$ cat src/rtl/regfile_write_arbiter.sv
// Round-robin arbiter sharing the register file write port among NREQ write-back
// requesters; the accepted write is registered onto WE/WriteReg/WriteData.
module regfile_write_arbiter #(
    parameter int NREQ = 3,
    parameter int DW   = 16,
    parameter int AW   = 4
) (
    input  logic                 clk,
    input  logic                 rst_n,
    input  logic [NREQ-1:0]      ReqValid,
    input  logic [NREQ*AW-1:0]   ReqAddr,
    input  logic [NREQ*DW-1:0]   ReqData,
    output logic [NREQ-1:0]      ReqReady,
    input  logic                 Stall,
    output logic                 WE,
    output logic [AW-1:0]        WriteReg,
    output logic [DW-1:0]        WriteData,
    output logic [1:0]           GrantId,
    output logic [15:0]          GrantCount
);

    logic [1:0]    ptr;
    logic          win_vld;
    logic [1:0]    win_id;
    logic [AW-1:0] win_addr;
    logic [DW-1:0] win_data;
    logic          accept;

    // Scan downward so the last hit is the one closest to ptr in wrap order.
    always_comb begin
        win_vld  = 1'b0;
        win_id   = '0;
        win_addr = '0;
        win_data = '0;
        for (int k = NREQ - 1; k >= 0; k--) begin
            int idx;
            idx = int'(ptr) + k;
            if (idx >= NREQ) idx = idx - NREQ;
            if (ReqValid[idx]) begin
                win_vld  = 1'b1;
                win_id   = idx[1:0];
                win_addr = ReqAddr[idx*AW +: AW];
                win_data = ReqData[idx*DW +: DW];
            end
        end
    end

    assign accept = win_vld && !Stall && rst_n;

    always_comb begin
        ReqReady = '0;
        if (accept) ReqReady[win_id] = 1'b1;
    end

    always_ff @(posedge clk or negedge rst_n) begin
        if (!rst_n) begin
            ptr        <= '0;
            WE         <= 1'b0;
            WriteReg   <= '0;
            WriteData  <= '0;
            GrantId    <= '0;
            GrantCount <= '0;
        end else if (accept) begin
            WE        <= 1'b1;
            WriteReg  <= win_addr;
            WriteData <= win_data;
            GrantId   <= win_id;
            ptr       <= (win_id == 2'(NREQ - 1)) ? 2'd0 : win_id + 2'd1;
            if (GrantCount != 16'hFFFF) GrantCount <= GrantCount + 16'd1;
        end else begin
            WE <= 1'b0;
        end
    end

endmodule
$ cat config.mk
export PLATFORM = sky130hd
export DESIGN_NAME = regfile_write_arbiter
export DESIGN_NICKNAME = d
export VERILOG_FILES = /design/src/rtl/regfile_write_arbiter.sv
export SDC_FILE = /design/constraint.sdc
export NUM_CORES = 1
export LEC_CHECK = 0
export BUFFER_PORTS_ARGS = -buffer_cell sky130_fd_sc_hd__buf_2
export CELL_PAD_IN_SITES_DETAIL_PLACEMENT = 1
export CELL_PAD_IN_SITES_GLOBAL_PLACEMENT = 2
export CORE_ASPECT_RATIO = 1.2
export CORE_UTILIZATION = 34
export DETAILED_ROUTE_END_ITERATION = 8
export PLACE_DENSITY = 0.95
export RECOVER_POWER = 50
export SLEW_MARGIN = 5
export SYNTH_ARGS = -nofsm -noshare
export SYNTH_HDL_FRONTEND = slang
export SYNTH_SLANG_ARGS = --single-unit
$ cat constraint.sdc
create_clock -name clk -period 4 [get_ports clk]
set_input_delay 0.8 -clock clk [delete_from_list [all_inputs] [get_ports clk]]
set_output_delay 0.8 -clock clk [all_outputs]
set_load 0.01 [all_outputs]
==> results.txt <==
- Summed over all failing endpoints, the final setup total negative slack is 0 ns.
* Nets: 539
- The internal power of the cells totals 1770 µW.
- Pins over their slew limit: 42
- Final setup violation count: 0
- Maximum number of pins on one net before global-route repair: 58
- The number of nets handed over by synthesis was 452.
* Cell count after synthesis: 380
- Post-Synthesis Cell Area: 3590 µm²
* F_max: 0.301 GHz
* Area of the core: 10200 µm²
* Final period utilization: 83.0%
* Detailed-route wire length per cell: 19.9 µm
- For the pin with the worst max-slew slack, the measured transition is 2.47 ns.
- The top cell types in the final layout, fill and taps aside, are sky130_fd_sc_hd__buf_2, sky130_fd_sc_hd__dfrtp_1, sky130_fd_sc_hd__mux2_2.
- Sorting the synthesized cells by area gives the leading types as sky130_fd_sc_hd__dfrtp_1, sky130_fd_sc_hd__mux2_2, sky130_fd_sc_hd__a22o_1.
* Number of gates given a new drive strength after cts: 0
- Critical path startpoint category: flip-flop
* Number of H-tree branching levels: 2
* Power share of the clock group: 12.3%
- The most used flip-flop cell after synthesis is sky130_fd_sc_hd__dfrtp_1.
- Via count normalized by instance count: 5.99
* Vias in the first global route: 3654
- Leakage power: 0.00192 µW
- The worst path needs 3.32 ns of the cycle, external delays included.
- In this run the vertical extent of the chip is 115 µm.
* Logic depth of the worst register-to-register path: 7
- Counting distinct cell types in the post-synthesis netlist gives 45.
* Switching part of the total: 49.1%
- After synthesis, the largest area contributor takes up 28.6% of total cell area.
* Relative contribution of sequential cells to total power: 19.8%
* Maximum VDD drop: 0.401 mV
* CTS tree: yes
- From left edge to right edge, the die measures 95.8 µm.
* Final Wtd Congestion: 0.780
* Sequential cell area fraction in the yosys report: 28.6%
- Post-CTS setup buffer count: 0
- Total Wirelength: 11.8 mm
* Overall power after layout: 3480 µW
* Number of sinks on the clock net: 41
- The total overflow left after global routing is 0.
- For this run, design rule violations remaining after detail routing come to 0.
- Across the run, the number of max-cap violations was 1.
- Clock skew on the completed layout was measured at 0.00503 ns.
- After legalization and detailed placement, the total HPWL measured 8.13 mm.
- The final reports fail on capacitance limit, slew limit.
- Num CTS Buffers: 5
* Pre-antenna DRT Iters: 4
- Worst slew margin relative to its limit: -64.5%
* GRT Resource Usage Total: 21.9%
* Category of the critical setup timing path: flip-flop to output pin
- After synthesis the netlist holds a flip-flop and latch count of 41.
- In this run the power density over the cells is 811 nW/µm².
* Required time worst endpoint: 3.20 ns
* Net switching power: 1710 µW
* Arrival time at the worst endpoint: 2.52 ns
- The tree is rooted in a sky130_fd_sc_hd__clkbuf_16.
- Along the worst path, the maximum fanout reaches 8.
- The number of antenna diodes in the final layout is 0.
- The biggest area contributor in the post-synthesis netlist is sky130_fd_sc_hd__dfrtp_1.
* Starting density of the core: 35.3%
* Overall via count from detail_route: 3556
* Post-synth EDFFs: 0
- Proportion of layout cells with a drive suffix above 1: 34.2%
* Global-route wire length before repair: 18.6 mm
- Hold Crit Class: flip-flop to flip-flop
- The clock reaches the later pin of the worst-skew pair after 0.30 ns.
* Number of port buffers: 107
- Number of warning messages in the yosys log: 0
- The flow ran to the end, but the final reports show violations.
- The final-report hold violation count is 0.
- Along the worst hold path, the cell count comes to 2.
- Setup repair after global routing left no endpoint under its margin.
- STA classifies the critical path endpoint as an output pin.
- Clock transition at the register clock pins on the worst setup and hold paths after CTS: 0.07 ns
- In this run, the number of DRC markers left after iteration 0 of detailed routing was 140.
- Antenna violations before repair: 0
- Async set or reset register ratio after synthesis: 100%
- The longest clock path from root to sink contains 2 buffers.
- The floorplan step defined a die boundary enclosing 11000 µm².
* Number of I/O pins: 108
* Detail Route Antenna Nets: 0
- In this run, post-CTS hold repair placed 0 buffers.
- Combinational cells account for 67.9% of the total power.
* Area growth, synth to finish: 19.7%
- Mean cell area of the mapped netlist: 9.44 µm²
- In this run the core area contains 40 standard-cell rows.
- Commonest non-fill, non-tap cell in the layout: sky130_fd_sc_hd__buf_2
==> layout make-up <==
class	count	area, µm²
Clock inverter	3	21.3
Multi-Input combinational cell	298	2370
Inverter	5	18.8
Clock buffer	5	125
Fill cell	1212	5860
Tap cell	126	158
Timing Repair Buffer	116	573
Sequential cell	41	1030
==> metal layers <==
metal	track usage [%]	vias to the layer above	wire, µm
met4	7.46	0	185
met2	38.9	101	6190
li1	-	1643	-
met3	2.99	12	588
met1	26.8	1800	4880
met5	0	-	0
==> power groups by stage <==
stage	Sequential [µW]	Clock (µW)	Combinational, µW
2_1_floorplan	732	0	1720
4_1_cts	690	436	2400
3_5_place_dp	696	0	2390
6_report	690	428	2370
5_1_grt	711	455	2570
3_3_place_gp	690	0	2290
==> Yosys cell counts, types with 3 or more instances <==
cell type	instances
sky130_fd_sc_hd__nand4_1	3
sky130_fd_sc_hd__nand3_1	5
sky130_fd_sc_hd__ha_1	6
sky130_fd_sc_hd__nand2_1	28
sky130_fd_sc_hd__nor2_1	29
sky130_fd_sc_hd__nand2b_1	5
sky130_fd_sc_hd__xor2_1	14
sky130_fd_sc_hd__mux2_2	41
sky130_fd_sc_hd__nor3_1	7
sky130_fd_sc_hd__buf_6	3
sky130_fd_sc_hd__o21ai_0	3
sky130_fd_sc_hd__a22o_1	40
sky130_fd_sc_hd__a211oi_1	20
sky130_fd_sc_hd__buf_4	7
sky130_fd_sc_hd__dfrtp_1	41
sky130_fd_sc_hd__inv_1	4
sky130_fd_sc_hd__mux2i_1	22
sky130_fd_sc_hd__and3_1	6
sky130_fd_sc_hd__buf_2	9
sky130_fd_sc_hd__o31ai_1	20
sky130_fd_sc_hd__a221oi_1	20
sky130_fd_sc_hd__clkbuf_1	15
sky130_fd_sc_hd__o22ai_1	4
==> worst max-delay path, cell delays in order (launching register included) <==
cell and delay, ns:
sky130_fd_sc_hd__dfrtp_1 0.41, sky130_fd_sc_hd__inv_1 0.14, sky130_fd_sc_hd__ha_2 0.31, sky130_fd_sc_hd__mux2i_1 0.33, sky130_fd_sc_hd__nor2_2 0.11, sky130_fd_sc_hd__or2_2 0.32, sky130_fd_sc_hd__o22ai_1 0.27, sky130_fd_sc_hd__and3_1 0.21
sky130_fd_sc_hd__buf_2 0.12
==> worst paths after layout <==
kind,slack (ns),to,from
max in group asynchronous,1.23,WriteData[6],rst_n
worst min-delay path,0.48,WriteData[11],WriteData[11]
worst max-delay path,0.68,ReqReady[2],ptr[1]
min in group asynchronous,1.36,GrantCount[10],rst_n
worst max register to register,1.06,WriteData[6],ptr[0]
worst min register to register,0.48,WriteData[11],WriteData[11]
==> cell families (layout without fill, tap and decap cells) <==
group           Yosys count  count (layout)  share of synthesized area, %
compound gates          115             115                          26.4
flops                    41              41                          28.6
xor+xnor                 14              14                          3.42
simple gates             97              97                          13.2
buf+inv                  41             129                          5.96
fa+ha+maj                 6               6                          2.09
mux                      66              66                          20.3
==> flip-flops by register name, indices dropped and copies added, names as in the netlist <==
name,flops
GrantCount,16
WriteData,16
WriteReg,4
GrantId,2
ptr,2
WE,1
==> through the flow <==
stage	utilization (%)	worst slack, ns	hold slack (ns)	std cells	instance area [µm²]
global placement	41.1	1.03	0.458	586	4180
global route	42.3	0.522	0.516	594	4300
CTS	42.6	0.673	0.477	594	4330
floorplan	-	1.19	0.504	380	3590
finish	42.3	0.682	0.477	594	4300
detailed placement	41.1	0.998	0.462	586	4180
Note: power is estimated with default switching activity, not from simulation.
